<file path="src/rtl/pong_pkg.sv">
// Shared types for the ping-pong match controller: FSM states, winner and serve-side encodings.
package pong_pkg;

    typedef enum logic [2:0] {
        IDLE,
        SERVE_WAIT,
        RALLY,
        POINT,
        OVER
    } state_t;

    localparam logic [1:0] WIN_NONE = 2'd0;
    localparam logic [1:0] WIN_P1   = 2'd1;
    localparam logic [1:0] WIN_P2   = 2'd2;

    localparam logic SIDE_P1 = 1'b0;
    localparam logic SIDE_P2 = 1'b1;

    function automatic int max_int(input int a, input int b);
        return (a > b) ? a : b;
    endfunction

endpackage

</file>
<file path="src/rtl/pong_edge_detect.sv">
// Registered rising-edge detector: one-cycle pulse when the level goes 0 -> 1.
module pong_edge_detect (
    input  logic i_clk,
    input  logic i_rst_n,
    input  logic i_level,
    output logic o_rise
);

    logic r_prev;

    always_ff @(posedge i_clk or negedge i_rst_n) begin
        if (!i_rst_n) r_prev <= 1'b0;
        else          r_prev <= i_level;
    end

    assign o_rise = i_level & ~r_prev;

endmodule

</file>
<file path="src/rtl/pong_match_ctrl.sv">
// Match sequencing FSM: start, serve, rally, point, game over. Define AUTO_SERVE_EN to launch
// serves automatically once the serve delay elapses instead of waiting for a serve_btn edge.
//
// state      | meaning
// IDLE       | opening screen, waiting for start
// SERVE_WAIT | serve delay running, then waiting for serve
// RALLY      | ball in play, watching miss events
// POINT      | field frozen after a point
// OVER       | match finished, scores and winner frozen
module pong_match_ctrl
    import pong_pkg::*;
#(
    parameter int WIN_SCORE   = 7,
    parameter int SCORE_W     = 3,
    parameter int SERVE_DELAY = 25_000_000,
    parameter int POINT_HOLD  = 50_000_000
) (
    input  logic               clk,
    input  logic               reset,
    input  logic               start,
    input  logic               serve_btn,
    input  logic               miss1,
    input  logic               miss2,
    output logic               start_o,
    output logic               reset_game,
    output logic               serve_go,
    output logic               serve_side,
    output logic [SCORE_W-1:0] sc1,
    output logic [SCORE_W-1:0] sc2,
    output logic [1:0]         winner,
    output logic               game_over
);

    localparam int                 CNT_W    = $clog2(max_int(SERVE_DELAY, POINT_HOLD) + 1);
    localparam logic [CNT_W-1:0]   L_SD_M1  = CNT_W'(SERVE_DELAY - 1);
    localparam logic [CNT_W-1:0]   L_PH_M1  = CNT_W'(POINT_HOLD - 1);
    localparam logic [SCORE_W-1:0] L_WIN_M1 = SCORE_W'(WIN_SCORE - 1);

    state_t             r_state, w_state_nxt;
    logic [CNT_W-1:0]   r_cnt, w_cnt_nxt;
    logic [SCORE_W-1:0] r_sc1, r_sc2, w_sc1_nxt, w_sc2_nxt;
    logic [1:0]         r_winner, w_winner_nxt;
    logic               r_side, w_side_nxt;
    logic               r_reset_game, w_reset_game_nxt;
    logic               r_serve_go, w_serve_go_nxt;
    logic               r_start_o, r_game_over;
    logic               w_start_edge, w_serve_edge, w_armed, w_serve_evt;

    pong_edge_detect u_start_edge (
        .i_clk   (clk),
        .i_rst_n (reset),
        .i_level (start),
        .o_rise  (w_start_edge)
    );

    pong_edge_detect u_serve_edge (
        .i_clk   (clk),
        .i_rst_n (reset),
        .i_level (serve_btn),
        .o_rise  (w_serve_edge)
    );

    // Counter saturates at SERVE_DELAY-1, so the serve stays armed until it fires.
    assign w_armed = (r_cnt == L_SD_M1);

`ifdef AUTO_SERVE_EN
    logic w_unused_serve;
    assign w_unused_serve = w_serve_edge;
    assign w_serve_evt    = w_armed;
`else
    assign w_serve_evt    = w_armed & w_serve_edge;
`endif

    always_ff @(posedge clk or negedge reset) begin
        if (!reset) begin
            r_state      <= IDLE;
            r_cnt        <= '0;
            r_sc1        <= '0;
            r_sc2        <= '0;
            r_winner     <= WIN_NONE;
            r_side       <= SIDE_P1;
            r_reset_game <= 1'b0;
            r_serve_go   <= 1'b0;
            r_start_o    <= 1'b1;
            r_game_over  <= 1'b0;
        end else begin
            r_state      <= w_state_nxt;
            r_cnt        <= w_cnt_nxt;
            r_sc1        <= w_sc1_nxt;
            r_sc2        <= w_sc2_nxt;
            r_winner     <= w_winner_nxt;
            r_side       <= w_side_nxt;
            r_reset_game <= w_reset_game_nxt;
            r_serve_go   <= w_serve_go_nxt;
            r_start_o    <= (w_state_nxt == IDLE);
            r_game_over  <= (w_state_nxt == OVER);
        end
    end

    always_comb begin
        w_state_nxt = r_state;
        w_cnt_nxt   = r_cnt;
        case (r_state)
            IDLE, OVER: begin
                if (w_start_edge) begin
                    w_state_nxt = SERVE_WAIT;
                    w_cnt_nxt   = '0;
                end
            end
            SERVE_WAIT: begin
                if (w_serve_evt) begin
                    w_state_nxt = RALLY;
                    w_cnt_nxt   = '0;
                end else if (!w_armed) begin
                    w_cnt_nxt = r_cnt + 1'b1;
                end
            end
            RALLY: begin
                w_cnt_nxt = '0;
                if (miss1 && miss2)  w_state_nxt = SERVE_WAIT;
                else if (miss2)      w_state_nxt = (r_sc1 == L_WIN_M1) ? OVER : POINT;
                else if (miss1)      w_state_nxt = (r_sc2 == L_WIN_M1) ? OVER : POINT;
            end
            POINT: begin
                if (r_cnt == L_PH_M1) begin
                    w_state_nxt = SERVE_WAIT;
                    w_cnt_nxt   = '0;
                end else begin
                    w_cnt_nxt = r_cnt + 1'b1;
                end
            end
            default: begin
                w_state_nxt = IDLE;
                w_cnt_nxt   = '0;
            end
        endcase
    end

    always_comb begin
        w_sc1_nxt        = r_sc1;
        w_sc2_nxt        = r_sc2;
        w_winner_nxt     = r_winner;
        w_side_nxt       = r_side;
        w_reset_game_nxt = 1'b0;
        w_serve_go_nxt   = 1'b0;
        case (r_state)
            IDLE, OVER: begin
                if (w_start_edge) begin
                    w_sc1_nxt        = '0;
                    w_sc2_nxt        = '0;
                    w_winner_nxt     = WIN_NONE;
                    w_side_nxt       = SIDE_P1;
                    w_reset_game_nxt = 1'b1;
                end
            end
            SERVE_WAIT: w_serve_go_nxt = w_serve_evt;
            RALLY: begin
                // Simultaneous misses replay the point from the same side.
                if (miss1 && miss2) begin
                    w_reset_game_nxt = 1'b1;
                end else if (miss2) begin
                    w_sc1_nxt = r_sc1 + 1'b1;
                    if (r_sc1 == L_WIN_M1) w_winner_nxt = WIN_P1;
                    else                   w_side_nxt   = SIDE_P2;
                end else if (miss1) begin
                    w_sc2_nxt = r_sc2 + 1'b1;
                    if (r_sc2 == L_WIN_M1) w_winner_nxt = WIN_P2;
                    else                   w_side_nxt   = SIDE_P1;
                end
            end
            POINT: w_reset_game_nxt = (r_cnt == L_PH_M1);
            default: ;
        endcase
    end

    assign start_o    = r_start_o;
    assign reset_game = r_reset_game;
    assign serve_go   = r_serve_go;
    assign serve_side = r_side;
    assign sc1        = r_sc1;
    assign sc2        = r_sc2;
    assign winner     = r_winner;
    assign game_over  = r_game_over;

endmodule
</file>
<file path="config.mk">
export PLATFORM = sky130hd
export DESIGN_NAME = pong_match_ctrl
export DESIGN_NICKNAME = d
export VERILOG_FILES = /design/src/rtl/pong_pkg.sv /design/src/rtl/pong_edge_detect.sv /design/src/rtl/pong_match_ctrl.sv
export SDC_FILE = /design/constraint.sdc
export NUM_CORES = 1
export LEC_CHECK = 0
export ABC_CLOCK_PERIOD_IN_PS = 2400
export CAP_MARGIN = 25
export CELL_PAD_IN_SITES_DETAIL_PLACEMENT = 2
export CELL_PAD_IN_SITES_GLOBAL_PLACEMENT = 2
export CORE_MARGIN = 2
export CORE_UTILIZATION = 41
export DETAILED_ROUTE_END_ITERATION = 7
export DONT_BUFFER_PORTS = 1
export PLACE_DENSITY = 0.8
export SETUP_SLACK_MARGIN = 0.15
export SLEW_MARGIN = 20
export SYNTH_ARGS = -nofsm -noshare
export SYNTH_HDL_FRONTEND = slang
export SYNTH_HIERARCHICAL = 1
export SYNTH_SLANG_ARGS = --single-unit
</file>
<file path="constraint.sdc">
create_clock -name clk -period 2.4 [get_ports clk]
set_clock_uncertainty 0.15 [all_clocks]
set_input_delay 0.48 -clock clk [delete_from_list [all_inputs] [get_ports clk]]
set_output_delay 0.48 -clock clk [all_outputs]
set_load 0.005 [all_outputs]
</file>
==> run metrics, run 1 <==
io pins 19; Crit. End Element register; vias in the first global route 2530; nature of the critical path startpoint register; Ys Warns 6; Initial Util 42.0%; Max Slew Vio Count 0; fin area 3180 um2; met3 WL 234 um; final worst slack 0.0683 ns; WL per Instance 23.3 um; CP Data Arrival Time 2.37 ns; first-pass GRT wire length 13.5 mm; Post-synth EDFFs 0; Congestion Overflow GR 0; multi-input logic area 1550 um2; final hold violations 0; top post-synthesis cells by count 43 x dfrtp_1, 19 x nand2_1, 18 x o21ai_0; Placement Cell Area 2790 um2; Setup CP Type reg2reg; syn nets 282; Clock Sinks 44; RSZ-0062 raised after global routing true; Post-Syn Area 2640 um2; Setup TNS Final 0 ns; core outline area 6280 um2; final net count 307; drc violations 0; Clock Tree Root clkbuf_8; die area 7090 um2; WHS 0.0534 ns; Slew @ Worst Pin 0.478 ns; crit path max fanout 7; diode count 0; synth unique cells 62; TritonCTS clock tree built; Yosys top cell area share 40.8%; ys flop type dfrtp_1; Avg Inst Size Synth 9.74 um2; Fill cells 653; initial antenna violation count 0; Die W 84.2 um; HPWL Detailed 5.52 mm; fraction of registers with async set/reset 100%; cts bufs inserted 5; Hold Path Class in2reg; Starting DRT DRC Count 129; cell taking the most area after synthesis dfrtp_1; FF/Latch Area 1100 um2; final WL 8.71 mm; slew margin rel. 67.3%; Pleak 1.25 nW; Core Rows 29; area grow syn2layout 20.6%; clock buffer depth 2; Die Ht 84.2 um; count leader, synth dfrtp_1; PortBufs 0; M1 WL 3.81 mm; highest routed metal layer met4; largest net degree at the start of global routing 45; main area contributors after synthesis dfrtp_1 41%, o21ai_0 3.4%, a21oi_1 2.8%; Post-Synthesis Cells 271; routed vias/inst 6.25; f_max 0.429 GHz; PD cells 598 nW/um2; H-tree depth 2; total global-route track usage 24.2%; Final min period 2.33 ns; #FFs+latches synth 44; Setup WS pre-CTS 0.0408 ns; Post-DRT Antenna Nets 0; status finished, final reports clean; Skew-Pair Late Insertion Delay 0.30 ns; VDD IR max 311 uV; final worst-path cycle share 97.2%; Placer Congestion 0.848; Detailed Routing Iterations Pass 1 4; vias 2338; share of cells above drive strength 1 30.3%; Seq/Total Area, Yosys 41.8%; metal2 WL 4.56 mm; final setup violation count 0; total power 1.90 mW; Max Cap Viol 0; Reg clk slew, reported paths 0.08 ns; CP required 2.44 ns
[path summary, 6_finish.rpt]
| check | end | from | cells after the start | slack [ns] |
|---|---|---|---|---|
| hold reg to reg | r_cnt[5]$_DFFE_PN0P_ | r_cnt[5]$_DFFE_PN0P_ | 1 | 0.39 |
| min in group asynchronous | r_cnt[21]$_DFFE_PN0P_ | reset | 2 | 0.58 |
| setup reg to reg | r_cnt[20]$_DFFE_PN0P_ | r_cnt[11]$_DFFE_PN0P_ | 7 | 0.07 |
| hold / removal | u_serve_edge/r_prev$_DFF_PN0_ | serve_btn | 0 | 0.05 |
| max in group asynchronous | start_o$_DFF_PN1_ | reset | 2 | 1.24 |
| setup / recovery | r_cnt[20]$_DFFE_PN0P_ | r_cnt[11]$_DFFE_PN0P_ | 7 | 0.07 |
[worst max-delay path: stages, from the launching register on]
cell	delay (ns)
dfrtp_1	0.40
or4b_4	0.55
nor4b_4	0.24
buf_4	0.18
a41oi_4	0.15
a21oi_4	0.29
clkbuf_16	0.22
a21oi_2	0.04
[routing by layer]
metal | vias up | global-route usage (%)
li1 | 1062 | -
met1 | 1228 | 29.5
met2 | 40 | 43.1
met3 | 8 | 5.31
met4 | 0 | 6.45
met5 | - | 0
[placed cells by master, fill, tap and decap left out, types with 4 or more instances in the layout]
| cell type | count |
|---|---|
| a31oi_1 | 4 |
| a21oi_1 | 10 |
| or4_1 | 4 |
| xnor2_1 | 8 |
| and2_1 | 4 |
| nor3_1 | 8 |
| o31ai_1 | 8 |
| inv_1 | 13 |
| nand2_1 | 19 |
| nor2_1 | 9 |
| nand3_1 | 7 |
| clkbuf_8 | 6 |
| nand4_1 | 8 |
| dfrtp_1 | 42 |
| ha_1 | 4 |
| or4_2 | 4 |
| nor2_4 | 5 |
| o21ai_0 | 16 |
| a21oi_2 | 5 |
| or3_1 | 4 |
| buf_4 | 26 |
[stage by stage]
step | utilization, % | cells
after floorplan | - | 271
after global placement | 44.5 | 355
after detailed placement | 44.5 | 355
after CTS | 47.3 | 366
after global routing | 50.7 | 374
final | 50.7 | 374
[registers in the layout (all words and copies together), names as in the netlist]
| signal | count |
|---|---|
| game_over | 1 |
| sc2 | 3 |
| start_o | 1 |
| r_state | 3 |
| reset_game | 1 |
| u_start_edge/r_prev | 1 |
| winner | 2 |
| u_serve_edge/r_prev | 1 |
| r_cnt | 26 |
| serve_side | 1 |
| serve_go | 1 |
| sc1 | 3 |
[power breakdown]
group	leakage (nW)	internal, mW	switching, mW
Sequential	0.592	0.811	0.0780
Combinational	0.615	0.238	0.288
Clock	0.0455	0.235	0.252
Total	1.25	1.28	0.618
[cells by family (layout without fill, tap and decap cells)]
family | after synthesis | in the layout | synth area share, %
xor gates and xnor gates | 11 | 11 | 3.65
adders and majority gates | 5 | 5 | 2.37
AOI/OAI and AO/OA | 65 | 65 | 17.1
and+or+nand+nor | 115 | 115 | 27.3
muxes | 5 | 5 | 2.04
buffers and inverters | 26 | 52 | 5.83
DFF | 44 | 44 | 41.8
[repair_timing]
action,4_1_cts,5_1_grt
setup endpoints to repair,24,28
resized for setup,9,33
buffers inserted,1,7
pin swaps,5,6
hold buffers,2,0
gates cloned,0,1
endpoints found under the hold margin,44,0
[area by class of cell]
type,count,area share (%)
clock buffer,8,2.83
tap,77,3.03
inverter,13,1.53
sequential,44,34.7
timing repair buffer,31,9.08
multi-input combinational,201,48.8
Power figures use the tool's default switching activity.
==> run 2: changes to the inputs <==
--- a/config.mk
+++ b/config.mk
@@ -7,13 +7,13 @@
 export LEC_CHECK = 0
 export ABC_CLOCK_PERIOD_IN_PS = 2400
 export CAP_MARGIN = 25
-export CELL_PAD_IN_SITES_DETAIL_PLACEMENT = 2
-export CELL_PAD_IN_SITES_GLOBAL_PLACEMENT = 2
+export CELL_PAD_IN_SITES_DETAIL_PLACEMENT = 1
+export CELL_PAD_IN_SITES_GLOBAL_PLACEMENT = 1
 export CORE_MARGIN = 2
-export CORE_UTILIZATION = 41
+export CORE_UTILIZATION = 45
 export DETAILED_ROUTE_END_ITERATION = 7
 export DONT_BUFFER_PORTS = 1
-export PLACE_DENSITY = 0.8
+export PLACE_DENSITY_LB_ADDON = 0.15
 export SETUP_SLACK_MARGIN = 0.15
 export SLEW_MARGIN = 20
 export SYNTH_ARGS = -nofsm -noshare
==> run metrics, run 2 (same netlist as run 1, synthesis figures left out) <==
Max Slew Vio Count 0 (unchanged); final worst-path cycle share 94.0% (-3.1 points); first-pass GRT wire length 11.8 mm (-12%); Setup CP Type reg2reg; VDD IR max 308 uV (-0.84%); Core Rows 27 (-6.9%); final worst slack 0.143 ns (+0.0745 ns); f_max 0.443 GHz (+3.3%); total global-route track usage 23.9% (-0.35 points); final hold violations 0 (unchanged); final WL 7.43 mm (-15%); Slew @ Worst Pin 0.506 ns (+0.0283 ns); PD cells 627 nW/um2 (+4.9%); share of cells above drive strength 1 26.4% (-3.9 points); Detailed Routing Iterations Pass 1 4 (unchanged); vias in the first global route 2277 (-10%); Starting DRT DRC Count 116 (-10%); area grow syn2layout 16.6%; nature of the critical path startpoint register; PortBufs 0 (unchanged); slew margin rel. 65.4% (-1.9 points); max reg flops 26 (unchanged); final net count 305 (-0.65%); FF-to-FF Start r_cnt[11]$_DFFE_PN0P_; Placer Congestion 0.801 (-5.5%); RSZ-0062 raised after global routing true; drc violations 0 (unchanged); core outline area 5570 um2 (-11%); H-tree depth 2 (unchanged); status finished, final reports clean; final setup violation count 0 (unchanged); Die W 80.6 um (-4.3%); cts bufs inserted 5 (unchanged); Max Cap Viol 0 (unchanged); Crit. End Element register; commonest cells after routing, fill and taps aside 42 x dfrtp_1, 23 x buf_4, 19 x nand2_1, 17 x o21ai_0; most common cell after layout, fill and taps aside dfrtp_1; io pins 19 (unchanged); TritonCTS clock tree built; Skew-Pair Late Insertion Delay 0.31 ns (about the same); Clock Sinks 44 (unchanged); vias 2248 (-3.8%); clock buffer depth 2 (unchanged); Biggest register r_cnt; HPWL Detailed 4.98 mm (-9.7%); placed cells 353 (-0.56%); Post-Layout Cell Count 367 (-1.9%); Congestion Overflow GR 0 (unchanged); Die Ht 80.6 um (-4.3%); Final min period 2.26 ns (-0.0745 ns); Clock Tree Root clkbuf_8; Fill cells 651 (-0.31%); CP Data Arrival Time 2.29 ns (-0.08 ns); total power 1.93 mW (+1.4%); die area 6490 um2 (-8.5%); initial antenna violation count 0 (unchanged); routed vias/inst 6.13 (-2.0%); Pleak 1.25 nW (-0.41%); hold path startpoint serve_btn; Setup WS pre-CTS 0.113 ns (+0.0724 ns); largest net degree at the start of global routing 45 (unchanged); CP required 2.43 ns (about the same); diode count 0 (unchanged); Hold Path Class in2reg; Post-DRT Antenna Nets 0 (unchanged); crit path from r_cnt[11]$_DFFE_PN0P_; WL per Instance 20.3 um (-13%); Setup TNS Final 0 ns (unchanged); Initial Util 47.3% (+5.3 points); crit path max fanout 8 (+1); Reg clk slew, reported paths 0.08 ns (about the same)
run 2: changes by cell type in the layout (fill, tap and decap cells not counted), sizes merged:
cell and change:
clkbuf -3, clkinv +1, buf -1, bufinv +1
run 2: critical path: stages, from the launching register on:
cell and delay [ns]:
dfrtp_1 0.40, or4b_4 0.55, nor4b_4 0.34, a41oi_4 0.20, a21oi_4 0.22, buf_6 0.18, a21oi_1 0.07
run 2: what timing repair did:
item / 4_1_cts / 5_1_grt
cloned: 0 / 1
hold buffers: 2 / 0
setup endpoints to repair: 5 / 26
setup buffers: 0 / 3
hold endpoints to repair: 44 / 0
pin swaps: 1 / 5
resized for setup: 0 / 25
run 2: cell type report:
class	instances	area [um2]	share of cell area, %
clock inverters	2	35.0	1.14
well taps	72	90.1	2.93
clock buffers	6	72.6	2.36
multi-input cells	201	1480	48.0
repair buffers	29	249	8.09
inverters	13	48.8	1.59
flip-flops and latches	44	1100	35.9
run 2: report_power, final:
part	switching [mW]	internal (mW)
Clock	0.273	0.309
Sequential	0.0727	0.811
Combinational	0.255	0.208
run 2: routing by layer:
layer | wire length, um | GRT usage, % | part of all wire, %
met2 | 3600 | 39.3 | 48
met1 | 3530 | 32.7 | 47
met5 | 0 | 0 | 0
met3 | 200 | 3.82 | 2.7
met4 | 97 | 6.10 | 1.3
run 2: per-stage QoR:
| step | hold WS [ns] | instance area, um2 | utilization [%] |
|---|---|---|---|
| CTS | 0.0439 | 2940 | 52.8 |
| finish | 0.0413 | 3080 | 55.2 |
| global placement | 0.0356 | 2800 | 50.2 |
| global route | 0.0318 | 3080 | 55.2 |
| detailed placement | 0.0357 | 2800 | 50.2 |
| floorplan | 0.0344 | 2640 | - |
run 2: path summary, 6_finish.rpt:
path / end / slack [ns] / cells past startpoint
worst min-delay path: u_serve_edge/r_prev$_DFF_PN0_ / 0.04 / 0
worst max-delay path: r_cnt[24]$_DFFE_PN0P_ / 0.14 / 6
max in group asynchronous: start_o$_DFF_PN1_ / 1.26 / 2
worst min register to register: r_cnt[5]$_DFFE_PN0P_ / 0.40 / 1
worst max register to register: r_cnt[24]$_DFFE_PN0P_ / 0.14 / 6
min in group asynchronous: u_serve_edge/r_prev$_DFF_PN0_ / 0.56 / 2
==> run 3: changes to the inputs <==
--- a/config.mk
+++ b/config.mk
@@ -14,7 +14,7 @@
 export DETAILED_ROUTE_END_ITERATION = 7
 export DONT_BUFFER_PORTS = 1
 export PLACE_DENSITY_LB_ADDON = 0.15
-export SETUP_SLACK_MARGIN = 0.15
+export SETUP_SLACK_MARGIN = 0.1
 export SLEW_MARGIN = 20
 export SYNTH_ARGS = -nofsm -noshare
 export SYNTH_HDL_FRONTEND = slang
==> run metrics, run 3 (same netlist as run 1, synthesis figures left out) <==
status finished, final reports clean; clock buffer depth 2 (unchanged); PD cells 631 nW/um2 (+0.61%); Slew @ Worst Pin 0.548 ns (+0.0424 ns); commonest cells after routing, fill and taps aside 42 x dfrtp_1, 25 x buf_4, 19 x nand2_1, 18 x o21ai_0, 17 x nor2_1; Pleak 1.24 nW (-0.77%); Clock Tree Root clkbuf_8; Biggest register r_cnt; met1 GRT Util 32.7% (unchanged); Placement Cell Area 2800 um2 (unchanged); Post-DRT Antenna Nets 0 (unchanged); vias in the first global route 2277 (unchanged); Initial Util 47.3% (unchanged); Starting DRT DRC Count 109 (-6.0%); slew margin rel. 63.2% (-2.2 points); Critical Path Slowest Stage Cell or4b_4; final setup violation count 0 (unchanged); largest net degree at the start of global routing 45 (unchanged); CP required 2.43 ns (about the same); routed vias/inst 6.10 (-0.40%); fin area 3000 um2 (-2.6%); final WL 7.24 mm (-2.6%); share of cells above drive strength 1 22.4% (-4.0 points); Die W 80.6 um (unchanged); Max Slew Vio Count 0 (unchanged); sw power 0.576 mW (-4.2%); max reg flops 26 (unchanged); crit path max fanout 5 (-3); R2R depth 6 (unchanged); f_max 0.438 GHz (-1.1%); total power 1.89 mW (-2.0%); Comb power frac 23.0% (-1.0 points); crit path from r_cnt[11]$_DFFE_PN0P_; Internal 1.32 mW (-1.0%); gr busiest metal met2; Setup CP Type reg2reg; most common cell after layout, fill and taps aside dfrtp_1; Congestion Overflow GR 0 (unchanged); clock network power share 30.3% (about the same); M2 GR Usage 39.3% (unchanged); drc violations 0 (unchanged); Final Util 53.8% (-1.4 points); initial antenna violation count 0 (unchanged); HPWL Detailed 4.98 mm (unchanged); Hold Path Class in2reg; GR Util met3 3.82% (unchanged); TritonCTS clock tree built; Clock Sinks 44 (unchanged); Setup TNS Final 0 ns (unchanged); total global-route track usage 23.9% (unchanged); cts bufs inserted 5 (unchanged); area grow syn2layout 13.6%; CP Data Arrival Time 2.31 ns (+0.02 ns); Die Ht 80.6 um (unchanged); Skew-Pair Late Insertion Delay 0.30 ns (about the same); Max Cap Viol 0 (unchanged); sw frac 30.4% (-0.70 points); final hold violations 0 (unchanged); PortBufs 0 (unchanged); H-tree depth 2 (unchanged); Final min period 2.28 ns (+0.0242 ns); final worst-path cycle share 95.1% (+1.0 points); hold path cells 0 (unchanged); crit-path cells or4b_4, nor4b_4, a41oi_4, buf_4, a31oi_1, o21ai_0; Reg clk slew, reported paths 0.08 ns (about the same); vias 2233 (-0.67%); diode count 0 (unchanged); Seq pwr share 46.7% (+0.9 points); RSZ-0062 raised after global routing true; crit-path max cell delay 0.55 ns (about the same); FF-to-FF Start r_cnt[11]$_DFFE_PN0P_; first-pass GRT wire length 11.8 mm (unchanged); nature of the critical path startpoint register; Detailed Routing Iterations Pass 1 4 (unchanged); die area 6490 um2 (unchanged); core outline area 5570 um2 (unchanged); Placer Congestion 0.801 (unchanged); WL per Instance 19.8 um (-2.3%); hold path startpoint serve_btn; VDD IR max 306 uV (-0.81%); Core Rows 27 (unchanged); io pins 19 (unchanged); final net count 304 (-0.33%); Crit. End Element register
[run 3: changes by cell type in the layout (fill, tap and decap cells not counted), sizes merged]
cell  before  now
buf       28   27
[run 3: final timing paths]
kind,endpoint,slack (ns)
max reg2reg,r_cnt[2]$_DFFE_PN0P_,0.12
min in group asynchronous,r_cnt[3]$_DFFE_PN0P_,0.57
max in group asynchronous,start_o$_DFF_PN1_,1.24
min reg2reg,r_cnt[5]$_DFFE_PN0P_,0.40
max,r_cnt[2]$_DFFE_PN0P_,0.12
min,u_serve_edge/r_prev$_DFF_PN0_,0.05
[run 3: worst max-delay path, delay by kind of cell (launching register included)]
family	cells	cell delay, ns
and+or+nand+nor	2	0.90
AOI/OAI and AO/OA	3	0.51
DFF	1	0.41
buffers and inverters	1	0.20
[run 3: power groups by stage]
stage | sequential (mW) | clock [mW] | combinational (mW)
2_1_floorplan | 0.890 | 0 | 0.249
6_report | 0.882 | 0.573 | 0.435
4_1_cts | 0.881 | 0.586 | 0.414
3_5_place_dp | 0.895 | 0 | 0.388
3_3_place_gp | 0.888 | 0 | 0.380
5_1_grt | 0.893 | 0.613 | 0.482
[run 3: final cells by class]
class                   count  area [um2]
repair buffers             28         230
inverters                  13        48.8
clock inverters             2        35.0
flip-flops and latches     44        1100
well taps                  72        90.1
fillers                   656        2580
multi-input cells         201        1420
clock buffers               6        72.6
[run 3: metal layers]
| layer | share of wire (%) | routed length [um] | vias to the layer above |
|---|---|---|---|
| met1 | 49 | 3560 | 1140 |
| met2 | 48 | 3480 | 27 |
| met4 | 0.76 | 55 | 0 |
| met3 | 2.0 | 145 | 4 |
| met5 | 0 | 0 | - |
| li1 | - | - | 1062 |
[run 3: timing repair]
item | in CTS | in global routing
setup endpoints to repair | 1 | 12
buffers inserted | 0 | 2
resized for setup | 0 | 9
pin swaps | 1 | 2
cloned | 0 | 1
hold endpoints to repair | 44 | 0
hold buffers | 2 | 0
[run 3: stage by stage]
stage | hold slack, ns | instances | setup slack (ns)
6_report | 0.0492 | 366 | 0.119
5_1_grt | 0.0315 | 366 | 0.0601
4_1_cts | 0.0439 | 363 | 0.150
3_5_place_dp | 0.0357 | 353 | 0.113
3_3_place_gp | 0.0356 | 353 | 0.165
2_1_floorplan | 0.0344 | 271 | 0.186
